`src/rtl/write_back_if.sv`:
```
// Commit bus from execute plus register/PC read ports toward decode and fetch.
// Latency: n/a (signal bundle only).
// Backpressure: none; enable is a single-cycle strobe and always accepted.
interface write_back_if;
    logic        enable;
    logic [2:0]  wselector;
    logic [31:0] data;
    logic [31:0] pc_target;
    logic [4:0]  rd;
    logic [4:0]  rs_idx;
    logic [4:0]  rt_idx;
    logic [4:0]  fs_idx;
    logic [4:0]  ft_idx;
    logic [31:0] rs_val;
    logic [31:0] rt_val;
    logic [31:0] fs_val;
    logic [31:0] ft_val;
    logic [31:0] pc;
    logic        done;
    logic [31:0] instret;

    // Execute/decode/fetch side: drives commit and read indices, observes state.
    modport master (
        output enable, wselector, data, pc_target, rd,
        output rs_idx, rt_idx, fs_idx, ft_idx,
        input  rs_val, rt_val, fs_val, ft_val, pc, done, instret
    );

    // Write-back side: owns architectural state.
    modport slave (
        input  enable, wselector, data, pc_target, rd,
        input  rs_idx, rt_idx, fs_idx, ft_idx,
        output rs_val, rt_val, fs_val, ft_val, pc, done, instret
    );
endinterface

```
`src/rtl/write_back.sv`:
```
// Final stage: commits execute results to int/float register files, PC and retired count.
// Latency: state updates on the enable edge; done pulses the cycle after enable; reads are combinational.
// Backpressure: none; every enable commits, back-to-back enables are accepted each cycle.
module write_back #(
    parameter logic [31:0] RESET_PC = 32'h0,
    parameter logic [31:0] PC_STEP  = 32'h4
) (
    input  logic         clk,
    input  logic         rst,
    write_back_if.slave  bus
);

    logic [31:0] int_rf_q [32];
    logic [31:0] flt_rf_q [32];
    logic [31:0] pc_q, pc_d;
    logic [31:0] instret_q, instret_d;
    logic        done_q, done_d;
    logic        int_we, flt_we;
    logic [31:0] pc_tgt_aligned;

    // Decode the write selector; r0 writes are dropped so it always reads zero.
    always_comb begin
        int_we         = bus.enable & bus.wselector[1] & ~bus.wselector[0] & (bus.rd != 5'd0);
        flt_we         = bus.enable & bus.wselector[1] &  bus.wselector[0];
        pc_tgt_aligned = bus.pc_target & ~32'h3;
    end

    // Next-state for PC, retired counter and done pulse.
    always_comb begin
        pc_d      = pc_q;
        instret_d = instret_q;
        done_d    = bus.enable;
        if (bus.enable) begin
            pc_d      = bus.wselector[2] ? pc_tgt_aligned : pc_q + PC_STEP;
            instret_d = instret_q + 32'd1;
        end
    end

    // PC / instret / done registers.
    always_ff @(posedge clk or posedge rst) begin
        if (rst) begin
            pc_q      <= RESET_PC;
            instret_q <= '0;
            done_q    <= 1'b0;
        end else begin
            pc_q      <= pc_d;
            instret_q <= instret_d;
            done_q    <= done_d;
        end
    end

    // Integer register file write port.
    always_ff @(posedge clk or posedge rst) begin
        if (rst) begin
            for (int i = 0; i < 32; i++) int_rf_q[i] <= '0;
        end else if (int_we) begin
            int_rf_q[bus.rd] <= bus.data;
        end
    end

    // Float register file write port; f0 is an ordinary register.
    always_ff @(posedge clk or posedge rst) begin
        if (rst) begin
            for (int i = 0; i < 32; i++) flt_rf_q[i] <= '0;
        end else if (flt_we) begin
            flt_rf_q[bus.rd] <= bus.data;
        end
    end

    // Combinational reads, no bypass: a same-cycle write shows up only after the edge.
    always_comb begin
        bus.rs_val  = (bus.rs_idx == 5'd0) ? 32'd0 : int_rf_q[bus.rs_idx];
        bus.rt_val  = (bus.rt_idx == 5'd0) ? 32'd0 : int_rf_q[bus.rt_idx];
        bus.fs_val  = flt_rf_q[bus.fs_idx];
        bus.ft_val  = flt_rf_q[bus.ft_idx];
        bus.pc      = pc_q;
        bus.done    = done_q;
        bus.instret = instret_q;
    end

endmodule

```
`src/flat_wrapper.sv`:
```
// flat-port wrapper written by rule: the top's interface ports become plain ports
module write_back_flat 
#(
    parameter logic [31:0] RESET_PC = 32'h0,
    parameter logic [31:0] PC_STEP  = 32'h4
)
  (clk, rst, bus_enable, bus_wselector, bus_data, bus_pc_target, bus_rd, bus_rs_idx, bus_rt_idx, bus_fs_idx, bus_ft_idx, bus_rs_val, bus_rt_val, bus_fs_val, bus_ft_val, bus_pc, bus_done, bus_instret);
  write_back_if bus_i ();
  input  logic clk;
  input  logic rst;
  input wire logic [$bits(bus_i.enable)-1:0] bus_enable;
  input wire logic [$bits(bus_i.wselector)-1:0] bus_wselector;
  input wire logic [$bits(bus_i.data)-1:0] bus_data;
  input wire logic [$bits(bus_i.pc_target)-1:0] bus_pc_target;
  input wire logic [$bits(bus_i.rd)-1:0] bus_rd;
  input wire logic [$bits(bus_i.rs_idx)-1:0] bus_rs_idx;
  input wire logic [$bits(bus_i.rt_idx)-1:0] bus_rt_idx;
  input wire logic [$bits(bus_i.fs_idx)-1:0] bus_fs_idx;
  input wire logic [$bits(bus_i.ft_idx)-1:0] bus_ft_idx;
  output wire logic [$bits(bus_i.rs_val)-1:0] bus_rs_val;
  output wire logic [$bits(bus_i.rt_val)-1:0] bus_rt_val;
  output wire logic [$bits(bus_i.fs_val)-1:0] bus_fs_val;
  output wire logic [$bits(bus_i.ft_val)-1:0] bus_ft_val;
  output wire logic [$bits(bus_i.pc)-1:0] bus_pc;
  output wire logic [$bits(bus_i.done)-1:0] bus_done;
  output wire logic [$bits(bus_i.instret)-1:0] bus_instret;
  assign bus_i.enable = bus_enable;
  assign bus_i.wselector = bus_wselector;
  assign bus_i.data = bus_data;
  assign bus_i.pc_target = bus_pc_target;
  assign bus_i.rd = bus_rd;
  assign bus_i.rs_idx = bus_rs_idx;
  assign bus_i.rt_idx = bus_rt_idx;
  assign bus_i.fs_idx = bus_fs_idx;
  assign bus_i.ft_idx = bus_ft_idx;
  assign bus_rs_val = bus_i.rs_val;
  assign bus_rt_val = bus_i.rt_val;
  assign bus_fs_val = bus_i.fs_val;
  assign bus_ft_val = bus_i.ft_val;
  assign bus_pc = bus_i.pc;
  assign bus_done = bus_i.done;
  assign bus_instret = bus_i.instret;
  write_back #(.RESET_PC(RESET_PC), .PC_STEP(PC_STEP)) u_core (.clk(clk), .rst(rst), .bus(bus_i));
endmodule
```
`config.mk`:
```
export PLATFORM = sky130hd
export DESIGN_NAME = write_back_flat
export DESIGN_NICKNAME = d
export VERILOG_FILES = /design/src/rtl/write_back_if.sv /design/src/rtl/write_back.sv /design/src/flat_wrapper.sv
export SDC_FILE = /design/constraint.sdc
export NUM_CORES = 2
export LEC_CHECK = 0
export CORE_UTILIZATION = 40
export CTS_BUF_LIST = sky130_fd_sc_hd__clkbuf_4
export CTS_CLUSTER_SIZE = 12
export DETAILED_ROUTE_END_ITERATION = 6
export SKIP_CTS_REPAIR_TIMING = 1
export SKIP_LAST_GASP = 1
export SYNTH_ARGS = -nofsm -noshare
export SYNTH_HDL_FRONTEND = slang
export SYNTH_SLANG_ARGS = --single-unit
```
`constraint.sdc`:
```
create_clock -name clk -period 92.7 [get_ports clk]
set_input_delay 13.905 -clock clk [delete_from_list [all_inputs] [get_ports clk]]
set_output_delay 13.905 -clock clk [all_outputs]
set_load 0.02 [all_outputs]
```
## Word-level counts from Yosys, hierarchy flattened

Cells that the tools add are included.

| storage, ports and cells | value |
|---|---|
| flip-flop bits (word level) | 2113 |
| latch bits | 0 |
| memory bits (writable) | 0 |
| bits in read-only memories | 0 |
| output and inout bits | 193 |
| memories | 0 |

| cells by class | value |
|---|---|
| add/sub/neg operators | 2 |
| multipliers | 0 |
| div/mod/pow operators | 0 |
| $lt $le $gt $ge | 6 |
| equality and inequality tests | 0 |
| shift-type cells | 0 |
| multiplexer cells | 19 |
| bitwise logic cells | 10 |
| reductions and logical operators | 4 |

Operator list:

| operator | number |
|---|---|
| 1024-bit bitwise mux | 2 |
| 32-bit binary-select mux with 5-bit select | 4 |
| 32-bit two-way mux | 12 |
| 32-bit demux with 5-bit select | 1 |
| 32-bit by 1-bit adder with 32-bit output (second input constant) | 1 |
| 32-bit by 3-bit adder with 32-bit output (second input constant) | 1 |
| 6-bit greater-or-equal comparator (second input constant) | 5 |
| 5-bit inverter with 6-bit output | 5 |
| 5-bit logical NOT | 2 |
| 6-bit by 1-bit less-than comparator with 1-bit output (second input constant) | 1 |
| 5-bit nonzero test | 1 |
| 1-bit AND | 4 |
| 1-bit logical AND | 1 |
| 1-bit inverter | 1 |

## Depth between registers and ports, before layout

| depth | value |
|---|---|
| word-level depth | 6 |
| depth in mapped cells | 9 |
| mapped depth without buffers | 6 |

## Worst setup path after synthesis

No wires, ideal clock.

| timing path | value |
|---|---|
| path kind | input to output |
| from | input bus_fs_idx[0] |
| to | output bus_fs_val[0] |
| arrival | 15.735 ns |
| data required time | 78.795 ns |
| setup slack | 63.060 ns |
| cell stages on the path | 6 |
| path buffers | 3 |
| cells stage by stage | clkbuf_1 -> buf_6 -> buf_6 -> mux4_2 -> mux4_2 -> mux2_2 |

| between the ends | value |
|---|---|
| cells in the longest elaborated chain, start to end | 4 |

Ends and longest elaborated chain:

| element | RTL line | source |
|---|---|---|
| start: declaration | flat_wrapper.sv:18 | `input wire logic [$bits(bus_i.fs_idx)-1:0] bus_fs_idx;` |
| 5-bit inverter with 6-bit output (implied by the code) | write_back.sv:74 | `bus.fs_val = flt_rf_q[bus.fs_idx];` |
| 32-bit binary-select mux with 5-bit select | write_back.sv:74 |  |
| 32-bit two-way mux (implied by the code) (2 in a row) | write_back.sv:74 |  |
| end: declaration | flat_wrapper.sv:22 | `output wire logic [$bits(bus_i.fs_val)-1:0] bus_fs_val;` |

Every way passes these cells. The select of a mux whose other input is x is not followed.

## Final worst setup path

| timing path | value |
|---|---|
| from | input bus_rt_idx[1] |
| to | output bus_rt_val[25] |

| between the ends | value |
|---|---|
| cells in the longest elaborated chain, start to end | 5 |
| elaborated cells between the ends (all ways) | 6 |
| classes of those cells | 4 x mux; 1 x bitwise; 1 x reduce/logical |

Ends and longest elaborated chain:

| element | RTL line | source |
|---|---|---|
| start: declaration | flat_wrapper.sv:17 | `input wire logic [$bits(bus_i.rt_idx)-1:0] bus_rt_idx;` |
| 5-bit inverter with 6-bit output (implied by the code) | write_back.sv:73 | `bus.rt_val = (bus.rt_idx == 5'd0) ? 32'd0 : int_rf_q[bus.rt_idx];` |
| 32-bit binary-select mux with 5-bit select | write_back.sv:73 |  |
| 32-bit two-way mux (implied by the code) (2 in a row) | write_back.sv:73 |  |
| 32-bit two-way mux * | write_back.sv:73 |  |
| end: declaration | flat_wrapper.sv:21 | `output wire logic [$bits(bus_i.rt_val)-1:0] bus_rt_val;` |

Mark *: on every way between the ends. The rest lies on a longest branch, timed or not. The select of a mux whose other input is x is not followed.

==> run metrics <==
status=finished, final reports clean; Final Cycle Share=34.8%; Clock Tree Buf Depth=4; post-synthesis register bit count=2,104; Worst-Margin Slew=1330 ps; initial antenna violation count=23; post-detail-place hpwl=187 mm; Reg2Reg Capture Point=u_core.bus.pc[26]; vias after detailed routing=71,500; CTS HTree Levels=6; Static Leak=0.0562 uW; final instance area=124,000 sq um; Worst-path clk slew=60 ps; ys flop type=dfrtp_1; GP Congestion=0.802; post-synth top area share=47.2%; drt total wl=345 mm; Worst EP required=78,790 ps; Root Buffer=clkbuf_4; critical path type=in -> out; DR pass1 iterations=5; EDFF count, synth=0; setup slack, reg-to-reg=90,520 ps; Setup Total Neg Slack=0 ps; buffers added on ports=283; Worst Hold End=u_core.int_rf_q[1006]; Initial Util=40.3%; Yosys cell types=59; Yosys warnings=0; Hold Path Origin=u_core.int_rf_q[1006]; mean post-synth cell area=15.2 sq um; Die X=530 um; largest net degree at the start of global routing=160; R2R cell count=5; IO Count=288; Vert. Die Dim=530 um; Worst Hold Class=reg -> reg; RSZ-0062 raised after global routing=no; PD cells=17.9 nW/um^2; CTS tree=done; Yosys top cell by area=dfrtp_1; clock skew=47.1 ps; total die area=281,000 sq um; Worst setup SP type=primary input; DR iter-0 viols=5,996; Max Cap Viol=0; Setup Viol. Count Final=0; Core Area=277,000 sq um; minimum clock period after layout=32,260 ps; detailed-route DRC error count=0; Clock Latency Late Sink=1360 ps; critical path capture point type=primary output; commonest non-fill, non-tap cell in the layout=mux2_2; Max FO, Critical Path=54; vias in the first global route=76,400; worst hold stages=0; DRT antenna net count=0; area delta synth->final=11.5%; most frequent cells in the layout=mux2_2 (2,172), dfrtp_1 (2,104), mux4_2 (985); Fin. Hold Viols=0; sequential area share after synthesis=47.2%; first-pass GRT wire length=513 mm; worst reg2reg startpoint=u_core.bus.pc[9]; DR WL/cell=29.6 um; FMAX=31.0 MHz; total gr overflow=0; clock sinks=2,104; GRT Total Usage=24.6%; layout cells sized above 1=55.1%; WP data arrival=18,350 ps; DR vias/cell=6.13; Synth Cell Area=112,000 sq um; largest cells by area after synthesis=dfrtp_1 (47%), mux2_2 (22%), mux4_2 (20%); CTS Buf Count=589; Gate Count Post-Synth=7,351; Slew Viols, Final=0; layout net count=7,654; Worst IR Drop VDD=0.0123 mV; FFs w/ async S/R, synth=100%; placed cell area=117,000 sq um; Max-slew headroom=11.4%; Std-Cell Rows=193
-- worst max path at each step --
stage	from	endpoint	cells after the start
floorplan	rst	u_core.bus.done	1
global placement	bus_rt_idx[1]	bus_rt_val[25]	9
detailed placement	bus_rt_idx[1]	bus_rt_val[25]	9
CTS	bus_rt_idx[1]	bus_rt_val[25]	9
global route	bus_rt_idx[1]	bus_rt_val[23]	9
finish	bus_rt_idx[1]	bus_rt_val[25]	9
-- power by group --
part / switching (uW) / internal, uW
registers: 55.4 / 994
logic: 161 / 171
clock network: 404 / 446
-- registers in the layout (all words and copies together), names as in the netlist --
register / flops
u_core.bus.done: 1
u_core.flt_rf_q: 1024
u_core.bus.instret: 32
u_core.int_rf_q: 1017
u_core.bus.pc: 30
-- critical path: stages --
cell and delay [ps]:
buf_8 440, buf_4 840, buf_4 900, mux2_2 410, a221oi_1 260, a21oi_1 70
o22ai_1 630, a31oi_1 180, clkdlybuf4s50_1 620
-- metrics by stage --
step | setup WS [ps] | total power [uW] | utilization [%] | cells | hold WS [ps]
final | 60440 | 2230 | 44.9 | 11700 | 373
after global routing | 60250 | 2340 | 44.9 | 11700 | 384
after CTS | 60450 | 2260 | 44.9 | 11700 | 376
after detailed placement | 60460 | 1400 | 42.3 | 10700 | 363
after global placement | 60420 | 1380 | 42.3 | 10700 | 361
after floorplan | 19360 | 1290 | - | 7352 | 425
-- routing by layer --
metal | global-route usage, % | vias up | part of all wire, %
li1 | - | 29200 | -
met1 | 33.7 | 39000 | 42
met2 | 39.3 | 2681 | 48
met3 | 4.75 | 661 | 6.8
met4 | 8.47 | 20 | 3.1
met5 | 0 | - | 0.036
-- cells in the mapped netlist, drive strengths merged (17+ instances only) --
cell type,count
nor2,84
nand2,63
o21ai,139
a211o,39
a31oi,66
clkbuf,435
mux2i,276
nor2b,18
mux4,985
a221oi,40
buf,395
mux2,2179
dfrtp,2104
a21oi,138
nor3,19
a22oi,144
o22ai,33
inv,35
nand3,27
xor2,17
-- final cells by class --
class                   count  area (sq um)
repair buffers            444          4020
clock buffers             875          6570
fillers                 24800        153000
diodes                     23          57.6
inverters                  36           143
well taps                3705          4640
flip-flops and latches   2104         52700
multi-input cells        4382         55700
clock inverters           104           599
-- cells by family after synthesis --
family,count (synthesis),share of synthesized area [%]
other cells,1,0.00336
compound gates,624,3.58
xor+xnor,31,0.243
buf+inv,866,3.35
mux,3440,44.4
fa+ha+maj,2,0.0224
simple gates,283,1.25
flops,2104,47.2
(Power assumes the default switching activity.)
